File: src/rtl/dmem_arbiter.sv
// Purpose: two-way arbiter sharing one single-port data memory between the core MEM stage and the loader.
// Latency: grant is combinational in the request cycle; read data returns to its owner one cycle after the grant.
// Backpressure: a losing requester sees gnt=0 and must hold its request; the core sees this as core_stall.
//
// Ports:
//   clk, reset_n                      - rising-edge clock, asynchronous active-low reset
//   core_req/we/addr/wdata            - core request (fixed priority)
//   core_gnt/rvalid/rdata/stall       - core grant, read response, pipeline hold
//   ld_req/we/addr/wdata              - loader request (starvation-protected)
//   ld_gnt/rvalid/rdata               - loader grant and read response
//   mem_en/we/addr/wdata, mem_rdata   - single-port memory interface, rdata valid the cycle after a read strobe
module dmem_arbiter #(
  parameter int ADDR_W   = 10,
  parameter int DATA_W   = 32,
  parameter int MAX_WAIT = 4    // legal range 1..15
) (
  input  logic              clk,
  input  logic              reset_n,

  input  logic              core_req,
  input  logic              core_we,
  input  logic [ADDR_W-1:0] core_addr,
  input  logic [DATA_W-1:0] core_wdata,
  output logic              core_gnt,
  output logic              core_rvalid,
  output logic [DATA_W-1:0] core_rdata,
  output logic              core_stall,

  input  logic              ld_req,
  input  logic              ld_we,
  input  logic [ADDR_W-1:0] ld_addr,
  input  logic [DATA_W-1:0] ld_wdata,
  output logic              ld_gnt,
  output logic              ld_rvalid,
  output logic [DATA_W-1:0] ld_rdata,

  output logic              mem_en,
  output logic              mem_we,
  output logic [ADDR_W-1:0] mem_addr,
  output logic [DATA_W-1:0] mem_wdata,
  input  logic [DATA_W-1:0] mem_rdata
);

  typedef enum logic {
    CORE_PRI = 1'b0,
    LD_FORCE = 1'b1
  } state_t;

  localparam logic [3:0] MAX_WAIT_C = 4'(MAX_WAIT);
  localparam logic       OWNER_CORE = 1'b0;
  localparam logic       OWNER_LD   = 1'b1;

  state_t      state;
  logic [3:0]  wait_cnt;
  logic [3:0]  wait_inc;
  logic        rsp_valid;
  logic        rsp_owner;

  logic        ld_win;
  logic        core_win;
  logic        ld_lost;

  // ---------------------------------------------------------------------------
  // Arbitration. The state register is cleared asynchronously, so during reset
  // these terms naturally follow the core-priority rule.
  // ---------------------------------------------------------------------------
  assign ld_win   = ld_req & ((state == LD_FORCE) | ~core_req);
  assign core_win = core_req & ~ld_win;
  assign ld_lost  = ld_req & ~ld_win;
  assign wait_inc = wait_cnt + 4'd1;

  assign core_gnt   = core_win;
  assign ld_gnt     = ld_win;
  assign core_stall = core_req & ~core_win;

  // ---------------------------------------------------------------------------
  // Memory port mux: idle cycles drive a quiet, all-zero bus.
  // ---------------------------------------------------------------------------
  always_comb begin
    mem_en    = 1'b0;
    mem_we    = 1'b0;
    mem_addr  = '0;
    mem_wdata = '0;
    if (ld_win) begin
      mem_en    = 1'b1;
      mem_we    = ld_we;
      mem_addr  = ld_addr;
      mem_wdata = ld_wdata;
    end else if (core_win) begin
      mem_en    = 1'b1;
      mem_we    = core_we;
      mem_addr  = core_addr;
      mem_wdata = core_wdata;
    end
  end

  // ---------------------------------------------------------------------------
  // Starvation FSM. The force decision looks at the incremented count so that
  // the loader wins in the cycle right after its MAX_WAIT-th consecutive loss,
  // not one cycle later.
  // ---------------------------------------------------------------------------
  always_ff @(posedge clk or negedge reset_n) begin
    if (!reset_n) begin
      state    <= CORE_PRI;
      wait_cnt <= '0;
    end else begin
      if (ld_lost) begin
        wait_cnt <= wait_inc;
      end else begin
        wait_cnt <= '0;
      end

      if (state == CORE_PRI) begin
        if (ld_lost && (wait_inc >= MAX_WAIT_C)) begin
          state <= LD_FORCE;
        end
      end else begin
        // One forced grant is enough; a withdrawn loader request also releases the core.
        if (ld_win || !ld_req) begin
          state <= CORE_PRI;
        end
      end
    end
  end

  // ---------------------------------------------------------------------------
  // Read response tracking: one outstanding read at most, since the memory
  // returns data exactly one cycle after the strobe.
  // ---------------------------------------------------------------------------
  always_ff @(posedge clk or negedge reset_n) begin
    if (!reset_n) begin
      rsp_valid <= 1'b0;
      rsp_owner <= OWNER_CORE;
    end else begin
      rsp_valid <= (core_win & ~core_we) | (ld_win & ~ld_we);
      rsp_owner <= ld_win ? OWNER_LD : OWNER_CORE;
    end
  end

  // Non-owner read data is forced to zero so neither port sees the other's data.
  assign core_rvalid = rsp_valid & (rsp_owner == OWNER_CORE);
  assign ld_rvalid   = rsp_valid & (rsp_owner == OWNER_LD);
  assign core_rdata  = core_rvalid ? mem_rdata : '0;
  assign ld_rdata    = ld_rvalid   ? mem_rdata : '0;

endmodule

File: config.mk
export PLATFORM = sky130hd
export DESIGN_NAME = dmem_arbiter
export DESIGN_NICKNAME = d
export VERILOG_FILES = /design/src/rtl/dmem_arbiter.sv
export SDC_FILE = /design/constraint.sdc
export NUM_CORES = 1
export LEC_CHECK = 0
export CELL_PAD_IN_SITES_DETAIL_PLACEMENT = 0
export CELL_PAD_IN_SITES_GLOBAL_PLACEMENT = 2
export CORE_ASPECT_RATIO = 0.75
export CORE_UTILIZATION = 10
export CTS_BUF_LIST = sky130_fd_sc_hd__clkbuf_16
export DETAILED_ROUTE_END_ITERATION = 10
export PLACE_DENSITY = 0.86
export SYNTH_ARGS = -nofsm -noshare
export SYNTH_HDL_FRONTEND = slang
export SYNTH_SLANG_ARGS = --single-unit
File: constraint.sdc
create_clock -name clk -period 2 [get_ports clk]
set_input_delay 0.4 -clock clk [delete_from_list [all_inputs] [get_ports clk]]
set_output_delay 0.4 -clock clk [all_outputs]
set_load 0.005 [all_outputs]
==> metrics.csv <==
stage;metric;value;unit
outcome;result of the run;complete, no violations;
placed_design;routability cong.;0.724;
power_and_ir_drop;Switching Power;0.378;mW
global_routing;first-pass GRT wire length;13700;microns
yosys;top post-synthesis cells by count;nand2_1 (44), nand3_1 (44), o21ai_2 (39);
global_routing;total grt overflow;0;
detailed_routing;Wirelength per Cell;12.9;microns
placed_design;number of port buffers;234;
cells_and_area;fin util;28.2;%
critical_path;reg2reg end;rsp_valid;
clock_tree;Worst-Skew Late Latency;0.23;ns
yosys;post-synth net total;375;
sta;Final Max Tran Viols;0;
detailed_routing;# DRC;0;
global_routing;initial antenna violation count;0;
placed_design;placed cell area;4210;sq um
sta;Final Worst Setup Slack;0.0496;ns
critical_path;crit path DAT;1.55;ns
yosys;Synth area leaders;o21ai_2 (21%), nand3_1 (14%), and2_1 (13%), and3_1 (13%), dfrtp_1 (11%);
critical_path;r2r setup slk;0.81;ns
yosys;number of unique standard cell types used by synthesis;23;
cells_and_area;Area Overhead vs Synth;170;%
detailed_routing;DR pass1 iterations;4;
yosys;total number of yosys warnings;0;
critical_path;cell mode on critical path;clkdlybuf4s50_1;
clock_tree;hold-fix buffers at CTS;0;
die;Die ar.;16700;sq um
sta;setup TNS;0;ns
detailed_routing;Final ANT Viol Nets;0;
clock_tree;H-tree depth;1;
critical_path;CP max FO;2;
sta;Max Fclk;513;MHz
die;Initial Utilization;10.4;%
min_path;worst hold path type;in -> async;
critical_path;R2R depth;5;
global_routing;largest net degree at the start of global routing;34;
cells_and_area;share of cells above drive strength 1;23.1;%
detailed_routing;Vias per Instance;3.92;
yosys;Synth area leader;o21ai_2;
placed_design;Setup WS pre-CTS;-0.0407;ns
critical_path;crit path kind;in -> out;
yosys;EDFF count, synth;0;
cells_and_area;fillcell total;1707;
critical_path;Worst EP required;1.60;ns
die;die width;149;microns
global_routing;GR Util All Layers;10.3;%
die;CORE AREA;15500;sq um
sta;worst clock skew;0.000456;ns
sta;final setup vio count;0;
job;max-cap violations;0;
yosys;ys flop type;dfrtp_1;
sta;Least-Margin Pin Slew;0.362;ns
power_and_ir_drop;Int Pwr;0.907;mW
cells_and_area;ANT cells;0;
die;row cnt;39;
detailed_routing;starting DRC count in detailed routing;89;
yosys;Netlist Area Pre-Place;1620;sq um
critical_path;Slowest cell on crit path;clkdlybuf4s50_1;
critical_path;cell breakdown of the critical path;clkdlybuf4s50_1, and3_1, clkdlybuf4s50_1;
clock_tree;CTS Sinks;7;
yosys;Post-Syn Area per Cell;6.43;sq um
power_and_ir_drop;Sw Ratio;29.4;%
power_and_ir_drop;logic gate share of total power;61.8;%
sta;Final Hold Fails;0;
detailed_routing;Post-Route WL;9000;microns
critical_path;Crit path largest cell delay;0.50;ns
yosys;Seq/Total Area, Yosys;10.8;%
clock_tree;Clock transition at path regs;0.04;ns
yosys;Syn Inst Count;252;
critical_path;CP endpoint kind;output pin;
clock_tree;CTS Root Cell;clkbuf_16;
clock_tree;clk buf depth;2;
clock_tree;TritonCTS clock tree;built;
power_and_ir_drop;sequential share of power;11.8;%
yosys;asr flop ratio synth;100;%
sta;RSZ-0062 raised after global routing;false;
power_and_ir_drop;pwr dens;294;nW/um^2
detailed_routing;via count;2740;
global_routing;vias in the first global route;2676;
placed_design;post-detail-place hpwl;6850;microns
critical_path;Worst Setup Start Kind;input pin;
critical_path;worst flop-to-flop path startpoint;state;
sta;fin crit period;1.95;ns
cells_and_area;final net count;618;
yosys;#FFs+latches synth;7;
power_and_ir_drop;maximum vdd drop;0.000158;V
yosys;area share of the largest cell type after synthesis;21.1;%
clock_tree;cts bufs inserted;3;
sta;Slew HR;75.8;%
power_and_ir_drop;Clock power frac;26.3;%
cells_and_area;fin area;4380;sq um
sta;period utilization;97.5;%
die;I/O Pins;235;
power_and_ir_drop;LEAKAGE;2.06;nW
die;chip height;112;microns
## cells in the final DEF, fill, tap and decap left out, types with 2 or more instances in the layout
| master | Yosys | routed |
|---|---|---|
| nand2_1 | 44 | 44 |
| dfrtp_1 | 7 | 6 |
| buf_2 | 2 | 16 |
| clkbuf_2 | 0 | 18 |
| inv_1 | 1 | 2 |
| nor2_1 | 4 | 4 |
| o21ai_1 | 4 | 3 |
| clkdlybuf4s50_1 | 0 | 151 |
| nand3_1 | 44 | 44 |
| buf_16 | 0 | 4 |
| and2_1 | 33 | 33 |
| o21ai_2 | 39 | 40 |
| xor2_1 | 2 | 2 |
| and3_1 | 33 | 33 |
| buf_4 | 0 | 20 |
| clkbuf_16 | 0 | 3 |
| clkdlybuf4s15_1 | 0 | 20 |
| dlygate4sd2_1 | 0 | 25 |
| buf_6 | 6 | 4 |
| dlymetal6s2s_1 | 0 | 4 |
| buf_12 | 0 | 5 |
## through the flow
step                power (mW)  cells  hold WS (ns)
floorplan                0.402    252         0.104
global placement         0.940    677         0.471
detailed placement       0.942    677         0.477
CTS                       1.31    699         0.466
global route              1.37    699         0.482
finish                    1.29    699         0.451
## final cells by class
type                            count  area, sq um  share of cell area, %
Clock buffer                        3         75.1                   1.72
Clock inverter                      1         3.75                 0.0858
Inverter                            1         3.75                 0.0858
Multi-Input combinational cell    215         1300                   29.8
Sequential cell                     7          176                   4.03
Tap cell                          205          256                   5.86
Timing Repair Buffer              267         2560                   58.4
## metal layers
layer  global-route usage (%)  share of wire, %  vias up
met4                     2.86               1.3        0
met1                     11.3                38     1251
met5                        0                 0        -
met2                     19.6                52      124
li1                         -                 -     1357
met3                     2.28               8.2        8
## sequential cells by signal (all words and copies together) (netlist names)
name / count
wait_cnt: 4
state: 1
rsp_owner: 1
rsp_valid: 1
## worst max-delay path by stage
stage / slack (ns) / cells after the start / from / endpoint
final: 0.05 / 3 / mem_rdata[7] / ld_rdata[7]
after global routing: 0.00008 / 6 / state / mem_wdata[11]
after CTS: -0.09 / 6 / state / mem_wdata[14]
after detailed placement: -0.04 / 6 / core_req / mem_wdata[20]
after global placement: -0.05 / 6 / core_req / mem_wdata[20]
after floorplan: 0.42 / 6 / state / mem_wdata[22]
## critical path: cells and delay by family
| kind | cells | cell delay, ns |
|---|---|---|
| buffers and inverters | 2 | 0.99 |
| AND/OR/NAND/NOR | 1 | 0.16 |
## power by group through the flow
| stage | logic [mW] | registers, mW | clock network (mW) |
|---|---|---|---|
| 2_1_floorplan | 0.249 | 0.153 | 0 |
| 3_3_place_gp | 0.788 | 0.152 | 0 |
| 3_5_place_dp | 0.790 | 0.152 | 0 |
| 4_1_cts | 0.814 | 0.151 | 0.347 |
| 5_1_grt | 0.860 | 0.153 | 0.359 |
| 6_report | 0.795 | 0.152 | 0.338 |
## kinds of logic (layout without fill, tap and decap cells)
| group | count (synthesis) | count (layout) | share of synthesized area, % |
|---|---|---|---|
| compound gates | 44 | 44 | 22.9 |
| xor+xnor | 3 | 3 | 1.62 |
| fa+ha+maj | 1 | 1 | 0.772 |
| buf+inv | 30 | 272 | 9.88 |
| flops | 7 | 7 | 10.8 |
| mux | 1 | 1 | 0.618 |
| simple gates | 166 | 166 | 53.4 |
## repair_timing
| action | CTS | global route |
|---|---|---|
| cloned | 5 | 0 |
| setup buffers | 13 | 1 |
| pin swaps | 1 | 0 |
| setup endpoints to repair | 77 | 81 |
| gates resized for setup | 138 | 57 |
No activity file was read; power rests on OpenSTA's default activity.
